## config.mk

```make
export PLATFORM = sky130hd
export DESIGN_NAME = immediate_select_pipe
export DESIGN_NICKNAME = d
export VERILOG_FILES = /design/src/rtl/immediate_select_pipe_pkg.sv /design/src/rtl/immediate_select_pipe_stage.sv /design/src/rtl/immediate_select_pipe.sv
export SDC_FILE = /design/constraint.sdc
export NUM_CORES = 1
export LEC_CHECK = 0
export BUFFER_PORTS_ARGS = -buffer_cell sky130_fd_sc_hd__buf_2
export CORE_ASPECT_RATIO = 0.8
export CORE_MARGIN = 2
export CORE_UTILIZATION = 35
export CTS_BUF_LIST = sky130_fd_sc_hd__clkbuf_4
export CTS_CLUSTER_SIZE = 12
export DETAILED_ROUTE_END_ITERATION = 8
export GPL_ROUTABILITY_DRIVEN = 1
export SYNTH_ARGS = -nofsm -noshare
export SYNTH_HDL_FRONTEND = slang
export SYNTH_SLANG_ARGS = --single-unit
```

## constraint.sdc

```tcl
create_clock -name CLK -period 1.81 [get_ports CLK]
set_clock_uncertainty 0.2 [all_clocks]
set_input_delay 0 -clock CLK [delete_from_list [all_inputs] [get_ports CLK]]
set_output_delay 0 -clock CLK [all_outputs]
set_load 0.01 [all_outputs]
```

## src/rtl/immediate_select_pipe_pkg.sv

```systemverilog
// -----------------------------------------------------------------------------
// imm_sel_pkg
// Shared definitions for the immediate select pipeline:
//   - imm_fmt_e        : format codes carried in select[2:0]
//   - SEL_UNSIGNED_BIT : select bit that requests zero-extension
//   - imm_extract()    : pure combinational immediate extractor
//   - imm_is_illegal() : flags the two reserved format codes
// Used by immediate_select_pipe and imm_sel_stage.
// -----------------------------------------------------------------------------
package imm_sel_pkg;

  typedef enum logic [2:0] {
    IMM_U     = 3'd0,
    IMM_J     = 3'd1,
    IMM_S     = 3'd2,
    IMM_B     = 3'd3,
    IMM_I     = 3'd4,
    IMM_SHAMT = 3'd5
  } imm_fmt_e;

  localparam int unsigned SEL_UNSIGNED_BIT = 3;
  localparam int unsigned MAX_XLEN         = 64;

  // Codes 110 and 111 carry no immediate.
  function automatic logic imm_is_illegal(input logic [3:0] select);
    return (select[2:1] == 2'b11);
  endfunction

  // Returns the immediate extended to 64 bits; callers keep the low XLEN
  // bits. Every non-shift format has instr[31] as the top bit of its raw
  // field, so a single extension bit covers all of them. rv64 only affects
  // the shift-amount width.
  function automatic logic [MAX_XLEN-1:0] imm_extract(
    input logic [31:0] instr,
    input logic [3:0]  select,
    input logic        rv64 = 1'b0
  );
    logic [MAX_XLEN-1:0] res;
    logic                ext;
    ext = select[SEL_UNSIGNED_BIT] ? 1'b0 : instr[31];
    res = '0;
    case (select[2:0])
      IMM_U:     res = {{32{ext}}, instr[31:12], 12'b0};
      IMM_J:     res = {{43{ext}}, instr[31], instr[19:12], instr[20],
                        instr[30:21], 1'b0};
      IMM_S:     res = {{52{ext}}, instr[31:25], instr[11:7]};
      IMM_B:     res = {{51{ext}}, instr[31], instr[7], instr[30:25],
                        instr[11:8], 1'b0};
      IMM_I:     res = {{52{ext}}, instr[31:20]};
      // Shift amounts are never sign-extended.
      IMM_SHAMT: res = rv64 ? {58'b0, instr[25:20]} : {59'b0, instr[24:20]};
      default:   res = '0;
    endcase
    return res;
  endfunction

endpackage

```

## src/rtl/immediate_select_pipe_stage.sv

```systemverilog
// -----------------------------------------------------------------------------
// imm_sel_stage
// One elastic register stage of the immediate pipeline. Holds a valid bit,
// the immediate, the tag and (with IMM_SEL_ILLEGAL_EN) an illegal flag.
//
// Handshake: a beat transfers on an edge where valid and ready are both high
// on the same side. in_ready_o = !valid_q || out_ready_i, so a stage refills
// whenever it is empty or its current entry leaves this edge; ready may thus
// ripple combinationally from the consumer upward, valid never depends on
// ready.
//
// Ports:
//   clk_i, rst_ni          : clock, synchronous active-low reset
//   flush_i                : clears valid_q (data kept)
//   in_valid_i/in_ready_o  : upstream handshake
//   in_data_i, in_tag_i    : upstream payload
//   in_illegal_i           : upstream illegal flag (IMM_SEL_ILLEGAL_EN only)
//   out_valid_o/out_ready_i: downstream handshake
//   out_data_o, out_tag_o  : registered payload
//   out_illegal_o          : registered illegal flag (IMM_SEL_ILLEGAL_EN only)
// -----------------------------------------------------------------------------
module imm_sel_stage
  import imm_sel_pkg::*;
#(
  parameter int unsigned DW    = 32,
  parameter int unsigned TAG_W = 5
) (
  input  logic             clk_i,
  input  logic             rst_ni,
  input  logic             flush_i,
  input  logic             in_valid_i,
  output logic             in_ready_o,
  input  logic [DW-1:0]    in_data_i,
  input  logic [TAG_W-1:0] in_tag_i,
`ifdef IMM_SEL_ILLEGAL_EN
  input  logic             in_illegal_i,
`endif
  output logic             out_valid_o,
  input  logic             out_ready_i,
  output logic [DW-1:0]    out_data_o,
  output logic [TAG_W-1:0] out_tag_o
`ifdef IMM_SEL_ILLEGAL_EN
  ,
  output logic             out_illegal_o
`endif
);

  logic             valid_q, valid_d;
  logic [DW-1:0]    data_q,  data_d;
  logic [TAG_W-1:0] tag_q,   tag_d;
  logic             load;

`ifdef IMM_SEL_ILLEGAL_EN
  logic             ill_q, ill_d;
`endif

  assign load       = !valid_q || out_ready_i;
  assign in_ready_o = load;

  always_comb begin
    valid_d = valid_q;
    data_d  = data_q;
    tag_d   = tag_q;
`ifdef IMM_SEL_ILLEGAL_EN
    ill_d   = ill_q;
`endif
    if (flush_i) begin
      valid_d = 1'b0;
    end else if (load) begin
      valid_d = in_valid_i;
      // Payload only moves with a real beat so an idle stage keeps its value.
      if (in_valid_i) begin
        data_d = in_data_i;
        tag_d  = in_tag_i;
`ifdef IMM_SEL_ILLEGAL_EN
        ill_d  = in_illegal_i;
`endif
      end
    end
  end

  always_ff @(posedge clk_i) begin
    if (!rst_ni) begin
      valid_q <= 1'b0;
      data_q  <= '0;
      tag_q   <= '0;
`ifdef IMM_SEL_ILLEGAL_EN
      ill_q   <= 1'b0;
`endif
    end else begin
      valid_q <= valid_d;
      data_q  <= data_d;
      tag_q   <= tag_d;
`ifdef IMM_SEL_ILLEGAL_EN
      ill_q   <= ill_d;
`endif
    end
  end

  assign out_valid_o = valid_q;
  assign out_data_o  = data_q;
  assign out_tag_o   = tag_q;
`ifdef IMM_SEL_ILLEGAL_EN
  assign out_illegal_o = ill_q;
`endif

endmodule

```

## src/rtl/immediate_select_pipe.sv

```systemverilog
// -----------------------------------------------------------------------------
// immediate_select_pipe
// Pipelined RV32IM/RV64 immediate selector. An instruction and a 4-bit
// select code are accepted over a valid/ready handshake, the immediate is
// extracted and extended combinationally at the input, and the result plus
// tag travel through DEPTH elastic imm_sel_stage registers.
//
// Optional feature macro: IMM_SEL_ILLEGAL_EN adds the out_illegal port and a
// per-entry illegal flag for select codes 110/111.
//
// Parameters: XLEN (32 or 64), DEPTH (1..4), TAG_W.
// Ports:
//   CLK, RESET (sync, active low), flush (kills all in-flight entries)
//   in_valid/in_ready, in_instr, in_select, in_tag : input beat
//   out_valid/out_ready, out_imm, out_tag          : output beat
//   out_illegal                                    : IMM_SEL_ILLEGAL_EN only
//
// Handshake: valid/ready; a beat moves on an edge with both high. in_ready is
// low during reset and flush so a concurrent beat is never taken.
// -----------------------------------------------------------------------------
module immediate_select_pipe
  import imm_sel_pkg::*;
#(
  parameter int unsigned XLEN  = 32,
  parameter int unsigned DEPTH = 2,
  parameter int unsigned TAG_W = 5
) (
  input  logic             CLK,
  input  logic             RESET,
  input  logic             flush,
  input  logic             in_valid,
  output logic             in_ready,
  input  logic [31:0]      in_instr,
  input  logic [3:0]       in_select,
  input  logic [TAG_W-1:0] in_tag,
  output logic             out_valid,
  input  logic             out_ready,
  output logic [XLEN-1:0]  out_imm,
  output logic [TAG_W-1:0] out_tag
`ifdef IMM_SEL_ILLEGAL_EN
  ,
  output logic             out_illegal
`endif
);

  // Chain nets: index k is the input side of stage k, index DEPTH is the
  // pipeline output.
  logic             vld [DEPTH+1];
  logic             rdy [DEPTH+1];
  logic [XLEN-1:0]  dat [DEPTH+1];
  logic [TAG_W-1:0] tag [DEPTH+1];
`ifdef IMM_SEL_ILLEGAL_EN
  logic             ill [DEPTH+1];
`endif

  logic [MAX_XLEN-1:0] imm_full;
  logic                unused_imm_hi;

  assign imm_full      = imm_extract(in_instr, in_select, (XLEN == 64));
  // For XLEN=32 the top half of the extractor result is unused.
  assign unused_imm_hi = ^imm_full;

  assign in_ready = rdy[0] && !flush && RESET;
  assign vld[0]   = in_valid && in_ready;
  assign dat[0]   = imm_full[XLEN-1:0];
  assign tag[0]   = in_tag;
`ifdef IMM_SEL_ILLEGAL_EN
  assign ill[0]   = imm_is_illegal(in_select);
`endif

  assign rdy[DEPTH] = out_ready;

  for (genvar k = 0; k < DEPTH; k++) begin : g_stage
    imm_sel_stage #(
      .DW    (XLEN),
      .TAG_W (TAG_W)
    ) u_stage (
      .clk_i        (CLK),
      .rst_ni       (RESET),
      .flush_i      (flush),
      .in_valid_i   (vld[k]),
      .in_ready_o   (rdy[k]),
      .in_data_i    (dat[k]),
      .in_tag_i     (tag[k]),
`ifdef IMM_SEL_ILLEGAL_EN
      .in_illegal_i (ill[k]),
`endif
      .out_valid_o  (vld[k+1]),
      .out_ready_i  (rdy[k+1]),
      .out_data_o   (dat[k+1]),
      .out_tag_o    (tag[k+1])
`ifdef IMM_SEL_ILLEGAL_EN
      ,
      .out_illegal_o(ill[k+1])
`endif
    );
  end

  assign out_valid = vld[DEPTH];
  assign out_imm   = dat[DEPTH];
  assign out_tag   = tag[DEPTH];
`ifdef IMM_SEL_ILLEGAL_EN
  assign out_illegal = ill[DEPTH];
`endif

endmodule

```

After elaboration in Yosys (flattened, before gate mapping)
Index checks and enable logic that the tools add are counted.
{ "op_classes": {"n_eq_ne": 5, "mux": 2, "bitwise_logic": 2, "reduce_logical": 12} }
{ "ops": {"columns": ["operator", "n"], "rows": [
  ["one-hot mux 32 bit (6 select lines)", 1],
  ["equality test 3 x 2 -> 1 bit (second input constant)", 2],
  ["equality test 3 bit (second input constant)", 2],
  ["AND reduction 3 bit", 2],
  ["equality test 3 x 1 -> 1 bit (second input constant)", 1],
  ["logical AND 1 bit", 3],
  ["logical NOT 1 bit", 3],
  ["logical NOT 3 bit", 1],
  ["logical OR 1 bit", 2],
  ["NOT 1 bit", 2],
  ["OR reduction 2 bit", 1],
  ["2-to-1 mux 1 bit", 1]
]} }
{ "totals": {"inputBits": 46, "regBits": 76, "elab_cells": 27} }

Logic depth before layout (Yosys ltp)
{ "logic_depth": {"depth_word": 7, "mapped_depth": 6, "mapped_depth_nobuf": 4} }

Cells and area by module
From an unflattened synthesis, not the netlist that was laid out.
{ "unflattened": {"cells_unflattened": 399, "area_unflattened_um2": 3553.4} }
{ "modules_own_cells": {"columns": ["mod", "cells_each", "area_each_um2", "n_inst", "seq_area_each_um2"], "rows": [
  ["imm_sel_stage", 166, 1556.5, 2, 760.7],
  ["immediate_select_pipe", 67, 440.4, 1, 0.0]
]} }

Least setup slack after synthesis
OpenSTA, ideal clock, no wires.
{ "synth_timing": {"path_type": "flip-flop to flip-flop", "start": "register g_stage[1].u_stage.valid_q", "end": "register g_stage[1].u_stage.data_q[28]", "synth_period_minus_slack_ns": 1.594, "slack_ns": 0.216, "setup_ns": 0.116, "path_stages_with_launch": 7, "t_required_ns": 1.494, "n_path_buf": 2, "arrival_time_ns": 1.277, "path_cell_list": "dfxtp_1 -> nor2b_2 -> or3b_1 -> buf_2 -> buf_2 -> nand2_1 -> a21boi_1"} }
{ "synth_via": {"elab_chain_len": 3} }
{ "synth_lines": {"columns": ["item", "line_no", "text"], "rows": [
  ["start: declaration", "immediate_select_pipe_stage.sv:48", "logic valid_q, valid_d;"],
  ["start signal: assignment", "immediate_select_pipe_stage.sv:91", "valid_q <= valid_d;"],
  ["logical NOT 1 bit", "immediate_select_pipe_stage.sv:57", "assign load = !valid_q || out_ready_i;"],
  ["logical OR 1 bit", "immediate_select_pipe_stage.sv:57", null],
  ["AND reduction 3 bit (no source line)", null, null],
  ["end signal: assignment", "immediate_select_pipe_stage.sv:92", "data_q <= data_d;"],
  ["end: declaration", "immediate_select_pipe_stage.sv:49", "logic [DW-1:0] data_q, data_d;"]
]} }
Every way passes these cells.
A chain may end at the register's enable or synchronous reset.

Worst setup path after layout
{ "layout_timing": {"start": "input in_select[1]", "end": "register g_stage[0].u_stage.data_q[11]"} }
{ "layout_via": {"elab_chain_len": 2, "elab_cells_between_ends": 7} }
{ "layout_lines": {"columns": ["item", "line_no", "text"], "rows": [
  ["start: declaration", "immediate_select_pipe.sv:34", "input logic [3:0] in_select,"],
  ["equality test 3 bit (tied with other cells)", "immediate_select_pipe_pkg.sv:42", "case (select[2:0])"],
  ["one-hot mux 32 bit (6 select lines) *", "immediate_select_pipe_pkg.sv:42", null],
  ["end signal: assignment", "immediate_select_pipe_stage.sv:92", null],
  ["end: declaration", "immediate_select_pipe_stage.sv:49", null]
]} }
Mark *: on every way between the ends. The rest lies on a longest branch, timed or not.

==> run_summary.xml <==
<?xml version="1.0" encoding="UTF-8"?>
<metrics>
  <group name="grt">
    <metric name="grt_util_all_layers" unit="%">16.4</metric>
    <metric name="grt_pass1_wl" unit="um">13700</metric>
    <metric name="number_of_global_route_vias_before_repair" unit="">2837</metric>
    <metric name="grt_antenna_before_repair" unit="">0</metric>
    <metric name="largest_net_degree_at_the_start_of_global_routing" unit="">76</metric>
    <metric name="gr-total-overflow" unit="">0</metric>
  </group>
  <group name="synthesis">
    <metric name="post_synthesis_net_count" unit="">470</metric>
    <metric name="yosysMostFrequentCell" unit="">nand2_1</metric>
    <metric name="netlist_top_cells_area" unit="">dfxtp_1, nand2_1, a21boi_1</metric>
    <metric name="post_synth_num_cell_types" unit="">31</metric>
    <metric name="yosysTopAreaCell" unit="">dfxtp_1</metric>
    <metric name="number_of_standard_cells_after_synthesis" unit="">424</metric>
    <metric name="synth.yosys.seq_area_share" unit="%">44.5</metric>
    <metric name="synth_enable_flop_cells" unit="">0</metric>
    <metric name="netlist_area" unit="um2">3420</metric>
    <metric name="synthesis.area_per_instance" unit="um2">8.06</metric>
    <metric name="asyncSetResetFlopFracSynth" unit="%">0</metric>
    <metric name="synth_largest_type_area_fraction" unit="%">44.5</metric>
    <metric name="synthTopCellsByCount" unit="">nand2_1, dfxtp_1, a21boi_1</metric>
    <metric name="dominantRegCellSynth" unit="">dfxtp_1</metric>
    <metric name="yosys_warnings" unit="">0</metric>
    <metric name="yosys_register_bits" unit="">76</metric>
  </group>
  <group name="die">
    <metric name="placement_rows" unit="">32</metric>
    <metric name="die_height" unit="um">92.4</metric>
    <metric name="initial_core_util" unit="%">35.7</metric>
    <metric name="die_area" unit="um2">10600</metric>
    <metric name="placeableCoreArea" unit="um2">9570</metric>
    <metric name="boundaryPins" unit="">85</metric>
    <metric name="fp.dieW" unit="um">114</metric>
  </group>
  <group name="clock_network">
    <metric name="cts_buffer_depth" unit="">2</metric>
    <metric name="tritoncts_num_sinks" unit="">76</metric>
    <metric name="cts-root-buf" unit="">clkbuf_4</metric>
    <metric name="cts_tree" unit="">done</metric>
    <metric name="number_of_buffers_created_by_cts" unit="">9</metric>
    <metric name="clk_transition_reported_paths" unit="ns">0.11</metric>
    <metric name="deepest_level_of_the_cts_h_tree" unit="">3</metric>
    <metric name="insertion_delay" unit="ns">0.43</metric>
  </group>
  <group name="cells_and_area">
    <metric name="nFillCells" unit="">996</metric>
    <metric name="postLayoutCoreUtil" unit="%">44.4</metric>
    <metric name="final-instance-count-excl-fill" unit="">620</metric>
    <metric name="num_antenna_cells" unit="">0</metric>
    <metric name="fin_area" unit="um2">4250</metric>
    <metric name="synthToLayoutAreaGrowth" unit="%">24.3</metric>
    <metric name="layout-drive-gt1-share" unit="%">21.2</metric>
    <metric name="ff_latch_area" unit="um2">1520</metric>
    <metric name="total_area_of_multi_input_combinational_cells" unit="um2">1510</metric>
    <metric name="nNetsFinal" unit="">542</metric>
  </group>
  <group name="run_status">
    <metric name="failing_checks" unit="">negative setup slack</metric>
    <metric name="run_status" unit="">complete, but fails checks</metric>
  </group>
  <group name="power_and_ir_drop">
    <metric name="ir_drop" unit="V">0.000387</metric>
    <metric name="power.density" unit="nW/um2">773</metric>
    <metric name="leakage" unit="uW">0.00181</metric>
  </group>
  <group name="worst_hold_path">
    <metric name="hold-path-endpoint" unit="">g_stage[0].u_stage.out_data_o[0]</metric>
    <metric name="holdCritPathClass" unit="">primary input to flip-flop</metric>
    <metric name="worstHoldStart" unit="">RESET</metric>
    <metric name="holdPathStages" unit="">3</metric>
  </group>
  <group name="placed_design">
    <metric name="placement.io_buffers" unit="">77</metric>
    <metric name="place_inst" unit="">562</metric>
    <metric name="finalWeightedCongestion" unit="">0.772</metric>
    <metric name="post-dp-hpwl" unit="um">5310</metric>
    <metric name="placed_area" unit="um2">3630</metric>
  </group>
  <group name="run">
    <metric name="drv.max_cap_violation_count" unit="">0</metric>
  </group>
  <group name="critical_path">
    <metric name="worst_ep_required_time" unit="ns">1.91</metric>
    <metric name="worstReg2RegStart" unit="">g_stage[1].u_stage.out_valid_o</metric>
    <metric name="arrival" unit="ns">1.92</metric>
    <metric name="crit_path_start_kind" unit="">primary input</metric>
    <metric name="critical_path.startpoint" unit="">in_select[1]</metric>
    <metric name="cp_max_fo" unit="">10</metric>
    <metric name="r2r_cells" unit="">5</metric>
    <metric name="worst-r2r-setup-slack" unit="ns">0.13</metric>
    <metric name="timing.setup.critical_path_class" unit="">primary input to flip-flop</metric>
    <metric name="reg_to_reg_critical_path_endpoint" unit="">g_stage[0].u_stage.out_valid_o</metric>
    <metric name="endpoint_kind" unit="">flip-flop</metric>
  </group>
  <group name="timing">
    <metric name="min_period_over_period" unit="%">100</metric>
    <metric name="post-route-worst-setup-slack" unit="ns">-0.00398</metric>
    <metric name="worstMarginPinSlew" unit="ns">0.656</metric>
    <metric name="timing.max_slew.rel_slack" unit="%">56.3</metric>
    <metric name="timing_hold_violations_final" unit="">0</metric>
    <metric name="max_freq" unit="MHz">551</metric>
    <metric name="post-route-min-period" unit="ns">1.81</metric>
    <metric name="slew_violations" unit="">0</metric>
    <metric name="setup_viol" unit="">1</metric>
  </group>
  <group name="route">
    <metric name="via_per_inst" unit="">4.84</metric>
    <metric name="route.detailed.drc" unit="">0</metric>
    <metric name="first_iter_violations" unit="">174</metric>
    <metric name="route.detailed.wl_per_inst" unit="um">13.8</metric>
    <metric name="totalWireLength" unit="um">8550</metric>
    <metric name="first_pass_iters" unit="">4</metric>
    <metric name="remaining_antenna_violation_count_after_routing" unit="">0</metric>
    <metric name="vias" unit="">2998</metric>
  </group>
</metrics>
-- worst max-delay path by stage --
stage	end	slack [ns]	cells past startpoint
after floorplan	g_stage[1].u_stage.out_data_o[28]	0.22	6
after global routing	g_stage[0].u_stage.out_data_o[11]	-0.04	7
after CTS	g_stage[0].u_stage.out_data_o[0]	0.02	8
final	g_stage[0].u_stage.out_data_o[11]	-0.004	7
after detailed placement	g_stage[0].u_stage.out_data_o[3]	-0.10	4
after global placement	g_stage[0].u_stage.out_data_o[1]	-0.03	4
-- placed cells by master, fill, tap and decap left out, types with 4 or more instances in the layout --
cell           count
nand3_1           14
nand2_1           97
dfxtp_1           76
nor2_1             6
dlygate4sd3_1     43
buf_4              5
o211ai_1           4
clkbuf_4          11
o21ai_0           17
a21oi_1           39
o21ai_1           21
inv_1             12
a21boi_1          42
o211a_1            5
buf_2             76
-- repair_timing --
item                                    4_1_cts  5_1_grt
hold buffers                                 43        0
buffers inserted                              0        0
endpoints found under the hold margin        76        0
endpoints found under the setup margin        6       14
resized for setup                             1        7
-- flip-flops by register name, indices dropped and copies added, names as in the netlist --
| signal | cells |
|---|---|
| g_stage.u_stage.out_data_o | 64 |
| g_stage.u_stage.out_tag_o | 10 |
| g_stage.u_stage.out_valid_o | 2 |
-- cells by family after synthesis --
group,count (synthesis),synth area share [%]
compound gates,134,24.0
mux,1,0.293
flops,76,44.5
xor+xnor,1,0.256
simple gates,136,18.4
buf+inv,76,12.5
-- worst max-delay path, stage by stage --
cell	delay [ns]
dlygate4sd3_1	0.53
buf_4	0.19
mux2i_2	0.27
a211oi_2	0.12
a31oi_1	0.17
dlygate4sd3_1	0.57
a21oi_1	0.06
-- cell type report --
| cell class | instances | share of cell area, % |
|---|---|---|
| Clock buffer | 11 | 1.94 |
| Clock inverter | 5 | 1.80 |
| Inverter | 12 | 1.06 |
| Multi-Input combinational cell | 272 | 35.5 |
| Sequential cell | 76 | 35.8 |
| Tap cell | 119 | 3.50 |
| Timing Repair Buffer | 125 | 20.4 |
-- layer usage --
| metal | routed length, um | up-vias | GRT usage, % | part of all wire, % |
|---|---|---|---|---|
| li1 | - | 1523 | - | - |
| met1 | 4010 | 1375 | 21.3 | 47 |
| met2 | 3940 | 86 | 26.4 | 46 |
| met3 | 458 | 14 | 4.71 | 5.4 |
| met4 | 139 | 0 | 5.28 | 1.6 |
| met5 | 0 | - | 0 | 0 |
-- stage by stage --
stage | hold WS, ns | setup TNS (ns) | setup WS [ns] | total power, uW
floorplan | -0.0793 | 0 | 0.216 | 1960
global placement | 0.0241 | -0.104 | -0.0304 | 2060
detailed placement | 0.0407 | -0.388 | -0.102 | 2070
CTS | 0.0122 | 0 | 0.0233 | 3320
global route | 0.0395 | -0.0439 | -0.0439 | 3450
finish | 0.0372 | -0.00398 | -0.00398 | 3290
-- report_power, final --
| group | switching, uW | internal (uW) | total [uW] |
|---|---|---|---|
| Combinational | 193 | 181 | 375 |
| Sequential | 22.5 | 1720 | 1740 |
| Clock | 588 | 585 | 1170 |
No activity file was read; power rests on OpenSTA's default activity.
